<file path="src/rtl/spi_flash_burst_reader.sv">
// SPI NOR burst reader: 0x0B single or 0x3B dual fast read, 1..2^LEN_W bytes.
// Self-divided SCK (mode 0), stalled while a completed byte cannot be handed off.
module spi_flash_burst_reader #(
    parameter int ADDR_W      = 24,
    parameter int LEN_W       = 8,
    parameter int CLK_DIV     = 2,
    parameter int DUMMY_CYC   = 8,
    parameter int CS_HIGH_CYC = 4
) (
    input  logic              clk,
    input  logic              rst,
    input  logic              req_valid,
    output logic              req_ready,
    input  logic [ADDR_W-1:0] req_addr,
    input  logic [LEN_W-1:0]  req_len,
    input  logic              req_dual,
    output logic              out_valid,
    input  logic              out_ready,
    output logic [7:0]        out_data,
    output logic              out_last,
    output logic              busy,
    output logic              sclk,
    output logic              cs_n,
    output logic              io0_o,
    output logic              io0_oe,
    input  logic              io0_i,
    input  logic              io1_i
);

    localparam int TX_W    = 8 + ADDR_W;
    localparam int DIV_W   = $clog2(CLK_DIV + 1);
    localparam int CNT_M0  = (ADDR_W > DUMMY_CYC) ? ADDR_W : DUMMY_CYC;
    localparam int CNT_MAX = (CNT_M0 > 8) ? CNT_M0 : 8;
    localparam int CNT_W   = $clog2(CNT_MAX + 1);
    localparam int WAIT_W  = $clog2(CS_HIGH_CYC + 2);

    typedef enum logic [2:0] {
        S_IDLE, S_CMD, S_ADDR, S_DUMMY, S_DATA, S_CS_WAIT
    } state_e;

    state_e            state_q, state_d;
    logic [DIV_W-1:0]  div_q, div_d;
    logic              sclk_q, sclk_d;
    logic              cs_n_q, cs_n_d;
    logic              io0_q, io0_d;
    logic              oe_q, oe_d;
    logic [TX_W-1:0]   tx_q, tx_d;
    logic [CNT_W-1:0]  cnt_q, cnt_d;
    logic [7:0]        rx_q, rx_d;
    logic [LEN_W:0]    byte_q, byte_d;
    logic [LEN_W-1:0]  len_q, len_d;
    logic              dual_q, dual_d;
    logic              done_q, done_d;
    logic [7:0]        hold_q, hold_d;
    logic              ov_q, ov_d;
    logic              last_q, last_d;
    logic              pend_q, pend_d;
    logic              pend_last_q, pend_last_d;
    logic [WAIT_W-1:0] wait_q, wait_d;
    logic              rdy_q, rdy_d;

    logic             active, run, tick, rise, fall, hs;
    logic             byte_done, is_last;
    logic [7:0]       cmd, rx_nxt;
    logic [CNT_W-1:0] bit_last;

    assign active    = state_q inside {S_CMD, S_ADDR, S_DUMMY, S_DATA};
    // A pending byte freezes SCK only once it has returned low
    assign run       = active && !(pend_q && !sclk_q);
    assign tick      = run && (div_q == DIV_W'(CLK_DIV - 1));
    assign rise      = tick && !sclk_q;
    assign fall      = tick && sclk_q;
    assign hs        = rdy_q && req_valid;
    assign cmd       = req_dual ? 8'h3B : 8'h0B;
    assign rx_nxt    = dual_q ? {rx_q[5:0], io1_i, io0_i} : {rx_q[6:0], io1_i};
    assign bit_last  = dual_q ? CNT_W'(3) : CNT_W'(7);
    assign is_last   = (byte_q == {1'b0, len_q});
    assign byte_done = rise && (state_q == S_DATA) && (cnt_q == bit_last);

    always_comb begin
        state_d     = state_q;
        div_d       = div_q;
        sclk_d      = sclk_q;
        cs_n_d      = cs_n_q;
        io0_d       = io0_q;
        oe_d        = oe_q;
        tx_d        = tx_q;
        cnt_d       = cnt_q;
        rx_d        = rx_q;
        byte_d      = byte_q;
        len_d       = len_q;
        dual_d      = dual_q;
        done_d      = done_q;
        hold_d      = hold_q;
        ov_d        = ov_q;
        last_d      = last_q;
        pend_d      = pend_q;
        pend_last_d = pend_last_q;
        wait_d      = wait_q;

        if (run) div_d = tick ? '0 : div_q + DIV_W'(1);
        if (tick) sclk_d = !sclk_q;
        if (rise && state_q != S_DATA) cnt_d = cnt_q + CNT_W'(1);
        if (fall && (state_q == S_CMD || state_q == S_ADDR)) begin
            io0_d = tx_q[TX_W-1];
            tx_d  = tx_q << 1;
        end

        unique case (state_q)
            S_IDLE: begin
                if (hs) begin
                    state_d = S_CMD;
                    cs_n_d  = 1'b0;
                    oe_d    = 1'b1;
                    io0_d   = cmd[7];
                    tx_d    = {cmd[6:0], req_addr, 1'b0};
                    sclk_d  = 1'b0;
                    div_d   = '0;
                    cnt_d   = '0;
                    rx_d    = '0;
                    byte_d  = '0;
                    len_d   = req_len;
                    dual_d  = req_dual;
                    done_d  = 1'b0;
                end
            end
            S_CMD: begin
                if (fall && cnt_q == CNT_W'(8)) begin
                    state_d = S_ADDR;
                    cnt_d   = '0;
                end
            end
            S_ADDR: begin
                if (fall && cnt_q == CNT_W'(ADDR_W)) begin
                    state_d = S_DUMMY;
                    cnt_d   = '0;
                    io0_d   = 1'b1;
                    oe_d    = !dual_q;
                end
            end
            S_DUMMY: begin
                if (fall && cnt_q == CNT_W'(DUMMY_CYC)) begin
                    state_d = S_DATA;
                    cnt_d   = '0;
                    oe_d    = 1'b0;
                end
            end
            S_DATA: begin
                if (rise) begin
                    rx_d = rx_nxt;
                    if (cnt_q == bit_last) begin
                        cnt_d  = '0;
                        byte_d = byte_q + 1'b1;
                        if (is_last) done_d = 1'b1;
                    end else begin
                        cnt_d = cnt_q + CNT_W'(1);
                    end
                end
                if (fall && done_q) begin
                    state_d = S_CS_WAIT;
                    wait_d  = '0;
                end
            end
            S_CS_WAIT: begin
                cs_n_d = 1'b1;
                if (wait_q != WAIT_W'(CS_HIGH_CYC)) wait_d = wait_q + WAIT_W'(1);
                else if (!pend_q) state_d = S_IDLE;
            end
            default: state_d = S_IDLE;
        endcase

        // Holding register fed directly, or later from the parked shift register
        if (byte_done) begin
            if (!ov_q || out_ready) begin
                hold_d = rx_nxt;
                ov_d   = 1'b1;
                last_d = is_last;
            end else begin
                pend_d      = 1'b1;
                pend_last_d = is_last;
            end
        end else if (ov_q && out_ready) begin
            if (pend_q) begin
                hold_d = rx_q;
                last_d = pend_last_q;
                pend_d = 1'b0;
            end else begin
                ov_d = 1'b0;
            end
        end

        rdy_d = (state_d == S_IDLE);
    end

    always_ff @(posedge clk) begin
        if (rst) begin
            state_q     <= S_IDLE;
            div_q       <= '0;
            sclk_q      <= 1'b0;
            cs_n_q      <= 1'b1;
            io0_q       <= 1'b1;
            oe_q        <= 1'b0;
            tx_q        <= '0;
            cnt_q       <= '0;
            rx_q        <= '0;
            byte_q      <= '0;
            len_q       <= '0;
            dual_q      <= 1'b0;
            done_q      <= 1'b0;
            hold_q      <= '0;
            ov_q        <= 1'b0;
            last_q      <= 1'b0;
            pend_q      <= 1'b0;
            pend_last_q <= 1'b0;
            wait_q      <= '0;
            rdy_q       <= 1'b0;
        end else begin
            state_q     <= state_d;
            div_q       <= div_d;
            sclk_q      <= sclk_d;
            cs_n_q      <= cs_n_d;
            io0_q       <= io0_d;
            oe_q        <= oe_d;
            tx_q        <= tx_d;
            cnt_q       <= cnt_d;
            rx_q        <= rx_d;
            byte_q      <= byte_d;
            len_q       <= len_d;
            dual_q      <= dual_d;
            done_q      <= done_d;
            hold_q      <= hold_d;
            ov_q        <= ov_d;
            last_q      <= last_d;
            pend_q      <= pend_d;
            pend_last_q <= pend_last_d;
            wait_q      <= wait_d;
            rdy_q       <= rdy_d;
        end
    end

    assign req_ready = rdy_q;
    assign out_valid = ov_q;
    assign out_data  = hold_q;
    assign out_last  = last_q;
    assign busy      = (state_q != S_IDLE) || ov_q;
    assign sclk      = sclk_q;
    assign cs_n      = cs_n_q;
    assign io0_o     = io0_q;
    assign io0_oe    = oe_q;

endmodule
</file>
<file path="config.mk">
export PLATFORM = sky130hd
export DESIGN_NAME = spi_flash_burst_reader
export DESIGN_NICKNAME = d
export VERILOG_FILES = /design/src/rtl/spi_flash_burst_reader.sv
export SDC_FILE = /design/constraint.sdc
export NUM_CORES = 1
export LEC_CHECK = 0
export BUFFER_PORTS_ARGS = -buffer_cell sky130_fd_sc_hd__buf_4
export CAP_MARGIN = 10
export CORE_UTILIZATION = 35
export CTS_CLUSTER_SIZE = 25
export DETAILED_ROUTE_END_ITERATION = 16
export GPL_ROUTABILITY_DRIVEN = 0
export SLEW_MARGIN = 5
export SYNTH_ARGS = -nofsm -noshare
export SYNTH_HDL_FRONTEND = slang
export SYNTH_SLANG_ARGS = --single-unit
export TNS_END_PERCENT = 30
</file>
<file path="constraint.sdc">
create_clock -name clk -period 3.41 [get_ports clk]
set_clock_uncertainty 0.05 [all_clocks]
set_input_delay 0.1705 -clock clk [delete_from_list [all_inputs] [get_ports clk]]
set_output_delay 0.1705 -clock clk [all_outputs]
set_load 0.05 [all_outputs]
</file>
==> summary.txt, run 1 <==
Reg2Reg Depth: 11
Full die area: 0.0126 mm²
Hold Crit Class: input pin to flop
Vias per std cell: 5.29
Crit path DAT: 3.11 ns
Fin nets: 573
LEAKAGE: 1.81 nW
Final wirelength: 9490 µm
Hold Startpoint: req_len[7]
Top FF cell, synth: dfxtp_1
Setup bufs post-CTS: 0
Starting density of the core: 0.365
Detailed Place HPWL: 6420 µm
Worst-Margin Slew: 0.869 ns
Max_slew headroom: 0.414
Crit Path Class: flop to flop
Failing checks: DRC
Setup-failing EPs final: 0
Clock power frac: 0.432
Synth Warn #: 0
CTS Buffer Depth: 2
CTS Sinks: 89
Flop pwr share: 0.475
GRT overflow: 0
Leading area contributor after synthesis: dfxtp_1
Top-area cell type share of the netlist area: 0.420
Worst R2R End: out_last
Post-synthesis adder-cell area fraction: 0.0206
CP cell instances: nor2_1 -> xnor2_1 -> a21oi_1 -> nand2_1 -> nor2_1 -> ha_1 -> and2_1 -> and2_2 -> a21boi_1 -> a211oi_1 -> a211oi_1
Critical R2R Launch: state_q[0]
Share of cells above drive strength 1: 0.169
Sw frac: 0.250
Largest family of logic cells by synthesized area: compound AO/OA/AOI/OAI gates
Largest net degree at the start of global routing: 41
Worst EP required: 3.62 ns
Clk slew on worst S/H paths: 0.07 ns
Num rows: 39
Syn nets: 533
Initial antenna violation count: 0
Setup_tns: 0 ns
Clock root cell: clkbuf_16
Period utilization: 0.852
Drt wl/cell: 14.1 µm
Pwr per Cell Area: 460 mW/mm²
Max Fclk: 0.344 GHz
Maximum VDD drop: 0.000251 V
Slowest CP cell: dfxtp_1
Number of global-route vias before repair: 3,482
# port buffers: 54
Global-route usage over all layers: 0.164
Synth Area in Simple Gates: 0.181
Worst reg2reg setup slack: 0.50 ns
Hold Vio Cnt, Final: 0
CTS buffer count: 9
H-tree depth: 3
ANT nets after route: 0
Fin crit period: 2.91 ns
Area grow syn2layout: 19.2%
Hold slack: 0.0214 ns
Worst path max stage delay: 0.58 ns
DRC violation total after the first TritonRoute iteration: 227
EDFF count, synth: 0
Max-cap violations: 0
Clk_lat worst skew: 0.35 ns
Final Max Tran Viols: 0
Post-route DRC: 2
Hold depth: 3
Avg Cell Area, Syn: 8.71 µm²
# IOs: 55
Worst Path Max Fanout: 13
Internal power: 1.75 mW
Status: finished, violations left
Flops & latches, synth: 89
Area contributors post-synth: dfxtp_1 (42%), mux2i_1 (9.2%), a211oi_1 (5.1%), nor2_1 (4.4%), nand2_1 (4.1%)
Setup crit end kind: flop
RSZ-0062 raised after global routing: false
Asr flop ratio synth: 0
Post-Syn Area: 0.00424 mm²
Worst Hold End: len_q[7]
CTS tree: done
Post-synthesis mux area share: 0.0947
Xor-xnor portion of the synthesized cell area: 0.0451
Synth unique cells: 57
Inserted Diodes: 0
Most frequent cells after synthesis: dfxtp_1 (89), nor2_1 (50), nand2_1 (46)
Post-synthesis sequential area ratio: 0.420
First-pass GRT wire length: 16,600 µm
Compound-gate portion of the synthesized area: 0.192
Most common cell in the netlist: dfxtp_1
Pre-antenna DRT Iters: 10
Net Switching: 0.582 mW
Core area: 0.0116 mm²
Post-Synthesis Cells: 487
Comb power frac: 0.093
Die Y: 112 µm
Die X: 112 µm
Routed vias: 3,572
CTS hold repair buffers: 0
Fillers: 1,142
Worst setup SP type: flop
==> sequential cells by signal (all words and copies together) (netlist names), 2 cells and up <==
| register | count |
|---|---|
| tx_q | 32 |
| byte_q | 9 |
| len_q | 8 |
| div_q | 2 |
| out_data | 8 |
| wait_q | 3 |
| cnt_q | 5 |
| rx_q | 8 |
| state_q | 3 |
==> worst max path at each step <==
stage                          start        to  slack, ns  depth (start not counted)
after global placement    state_q[0]  out_last       0.48                         11
after CTS                 state_q[0]  out_last       0.37                         11
after detailed placement  state_q[0]  out_last       0.41                         11
after global routing      state_q[0]  out_last       0.12                         11
after floorplan           state_q[1]  cnt_q[0]       0.78                         12
final                     state_q[0]  out_last       0.50                         11
==> cell usage in the layout, fill, tap and decap left out, types with 4 or more instances in the layout <==
cell type  instances
dfxtp_1           89
nand2_1           45
nand3_1           15
and3_1             4
buf_4             63
o2111ai_1          8
nor2_1            50
nor3_1             6
nand4_1            8
a211oi_1          29
xor2_1             9
a21oi_1           34
o21ai_0           25
mux2i_1           39
clkbuf_16          9
inv_1             14
nor2b_1           10
ha_1               7
xnor2_1           11
==> what timing repair did <==
item	4_1_cts	5_1_grt
endpoints found under the setup margin	0	2
hold endpoints to repair	0	0
resized for setup	0	1
==> logic make-up (layout without fill, tap and decap cells) <==
family / Yosys count / in the layout
AO/OA/AOI/OAI: 122 / 122
buffers and inverters: 48 / 93
multiplexers: 40 / 40
adder cells (fa/ha/maj): 7 / 7
AND/OR/NAND/NOR: 160 / 160
flip-flops: 89 / 89
XOR/XNOR: 21 / 21
==> routing by layer <==
metal,vias to the layer above,GRT usage,share of wire
li1,1818,-,-
met1,1664,0.216,0.48
met2,77,0.255,0.45
met3,13,0.0378,0.050
met4,0,0.0720,0.018
met5,-,0,0
==> per-stage QoR <==
step           instances  power (mW)  area (µm²)  worst slack, ns   util
6_report             675        2.33        5060            0.504  0.435
3_5_place_dp         659        1.35        4750            0.411  0.409
5_1_grt              675        2.43        5060            0.117  0.435
2_1_floorplan        487        1.27        4240            0.780      -
4_1_cts              675        2.36        5060            0.374  0.435
3_3_place_gp         659        1.34        4750            0.478  0.409
==> worst max-delay path: cells and delay by family, from the launching register on <==
kind,cells,cell delay [ns]
fa+ha+maj,1,0.27
simple gates,5,0.79
flops,1,0.58
compound gates,4,0.95
xor+xnor,1,0.17
==> area by class of cell <==
class                      count  area, µm²  area share
multi-input combinational    350       2270       0.449
clock inverter                 7       76.3      0.0151
tap                          143        179      0.0354
sequential                    89       1780       0.352
clock buffer                   9        225      0.0445
inverter                      14       52.6      0.0104
timing repair buffer          63        473      0.0935
==> power groups by stage <==
stage	clock (mW)	combinational, mW	sequential (mW)
2_1_floorplan	0	0.130	1.14
3_3_place_gp	0	0.215	1.13
3_5_place_dp	0	0.217	1.13
4_1_cts	1.03	0.218	1.11
5_1_grt	1.08	0.240	1.11
6_report	1.01	0.216	1.11
(Power assumes the default switching activity.)
==> run 2: changes to the inputs <==
RECOVER_POWER = 100   (was unset)
==> summary.txt, run 2 (same netlist as run 1, synthesis figures left out) <==
Clk_lat worst skew: 0.35 ns (about the same)
Pre-antenna DRT Iters: 10 (unchanged)
Die X: 112 µm (unchanged)
Crit Path Class: flop to flop
Vias per std cell: 5.30 (+0.14%)
Reg2Reg Depth: 12 (+1)
First-pass GRT wire length: 16,600 µm (unchanged)
GRT overflow: 0 (unchanged)
H-tree depth: 3 (unchanged)
Detailed Place HPWL: 6420 µm (unchanged)
RSZ-0062 raised after global routing: false
Commonest non-fill, non-tap cell in the layout: dfxtp_1
Area of the multi-input gates: 0.00227 mm² (-0.11%)
Setup crit end kind: flop
ANT nets after route: 0 (unchanged)
Worst setup SP type: flop
LEAKAGE: 1.74 nW (-3.9%)
Worst setup startpoint: state_q[0]
Post-place setup slack: 0.411 ns (unchanged)
Total Power: 2.32 mW (-0.28%)
Inserted Diodes: 0 (unchanged)
DRC violation total after the first TritonRoute iteration: 220 (-3.1%)
Fin crit period: 2.95 ns (+0.0417 ns)
Fin nets: 573 (unchanged)
Num rows: 39 (unchanged)
CTS Sinks: 89 (unchanged)
Number of global-route vias before repair: 3,482 (unchanged)
Initial antenna violation count: 0 (unchanged)
Critical R2R Launch: state_q[0]
CTS tree: done
Global-route usage over all layers: 0.164 (unchanged)
Largest Register: tx_q
Period utilization: 0.864 (+0.0122)
Max Fclk: 0.339 GHz (-1.4%)
Max reg flops: 32 (unchanged)
Drt wl/cell: 14.0 µm (-0.18%)
Setup-failing EPs final: 0 (unchanged)
CTS Buffer Depth: 2 (unchanged)
Fillers: 1,157 (+1.3%)
Commonest cells after routing, fill and taps aside: dfxtp_1 (89), nor2_1 (50), nand2_1 (46)
Clk slew on worst S/H paths: 0.07 ns (about the same)
Maximum VDD drop: 0.000251 V (about the same)
Status: finished, violations left
Routed vias: 3,577 (+0.14%)
Worst EP required: 3.58 ns (-0.04 ns)
Starting density of the core: 0.365 (unchanged)
Hold Vio Cnt, Final: 0 (unchanged)
CTS hold repair buffers: 0 (unchanged)
Max_slew headroom: 0.0651 (-0.349)
Max-cap violations: 0 (unchanged)
Worst Slack Setup Final: 0.463 ns (-0.0417 ns)
Full die area: 0.0126 mm² (unchanged)
Largest registers: tx_q x32, byte_q x9
Worst reg2reg setup slack: 0.46 ns (-0.04 ns)
# port buffers: 54 (unchanged)
Final wirelength: 9470 µm (-0.18%)
Crit path DAT: 3.11 ns (about the same)
Share of cells above drive strength 1: 0.135 (-0.0338)
Failing checks: DRC
CTS buffer count: 9 (unchanged)
Post-route DRC: 2 (unchanged)
Area occupied by registers: 0.00178 mm² (unchanged)
Area grow syn2layout: 17.6%
Die Y: 112 µm (unchanged)
Largest net degree at the start of global routing: 41 (unchanged)
Final Max Tran Viols: 0 (unchanged)
Clock root cell: clkbuf_16
Pwr per Cell Area: 466 mW/mm² (+1.1%)
Worst setup path end: cnt_q[0]
Hold Crit Class: input pin to flop
Worst-Margin Slew: 1.40 ns (+0.533 ns)
# IOs: 55 (unchanged)
Core area: 0.0116 mm² (unchanged)
Worst Path Max Fanout: 13 (unchanged)
Worst R2R End: cnt_q[0]
Setup_tns: 0 ns (unchanged)
[run 2: changes by cell type in the layout (fill, tap and decap cells not counted), sizes merged]
cell / delta
buf: -18
clkbuf: +18
[run 2: cell type report]
class | instances | area share
multi-input cells | 350 | 0.454
clock buffers | 9 | 0.0451
repair buffers | 63 | 0.0815
well taps | 143 | 0.0359
inverters | 14 | 0.0105
clock inverters | 7 | 0.0153
flip-flops and latches | 89 | 0.357
[run 2: worst min-delay path by stage]
stage	startpoint	to	cells past startpoint
6_report	req_len[7]	len_q[7]	3
5_1_grt	req_len[2]	len_q[2]	3
4_1_cts	req_len[2]	len_q[2]	3
3_5_place_dp	req_len[3]	len_q[3]	3
3_3_place_gp	req_len[4]	len_q[4]	3
2_1_floorplan	req_len[0]	len_q[0]	2
[run 2: critical path, cell delays in order, from the launching register on]
cell,delay [ns]
dfxtp_1,0.58
nor2_1,0.14
xnor2_1,0.15
a21oi_1,0.19
nand2_1,0.09
nor2_1,0.14
ha_1,0.33
nand4bb_1,0.13
clkbuf_2,0.26
o21ai_0,0.16
o311ai_2,0.20
a311oi_1,0.32
a211oi_1,0.08
[run 2: report_power, final]
part,total (mW),switching (mW),internal [mW]
logic,0.210,0.124,0.0866
clock network,1.01,0.431,0.574
registers,1.11,0.0255,1.08
[run 2: timing repair]
item / in CTS / in global routing
setup endpoints to repair: 0 / 2
gates resized for setup: 0 / 1
setup buffers: 0 / 0
[run 2: metrics by stage]
step                      hold WS (ns)  instances  cell area [µm²]   util
after floorplan                  0.256        487             4240      -
after global placement           0.368        659             4750  0.409
after detailed placement         0.378        659             4750  0.409
after CTS                      0.00928        675             5060  0.435
after global routing            0.0154        675             4990  0.430
final                           0.0214        675             4990  0.430
[run 2: metal layers]
| layer | global-route usage | part of all wire | vias to the layer above |
|---|---|---|---|
| li1 | - | - | 1821 |
| met2 | 0.255 | 0.45 | 79 |
| met3 | 0.0378 | 0.051 | 12 |
| met4 | 0.0720 | 0.015 | 0 |
| met1 | 0.216 | 0.48 | 1665 |
| met5 | 0 | 0 | - |
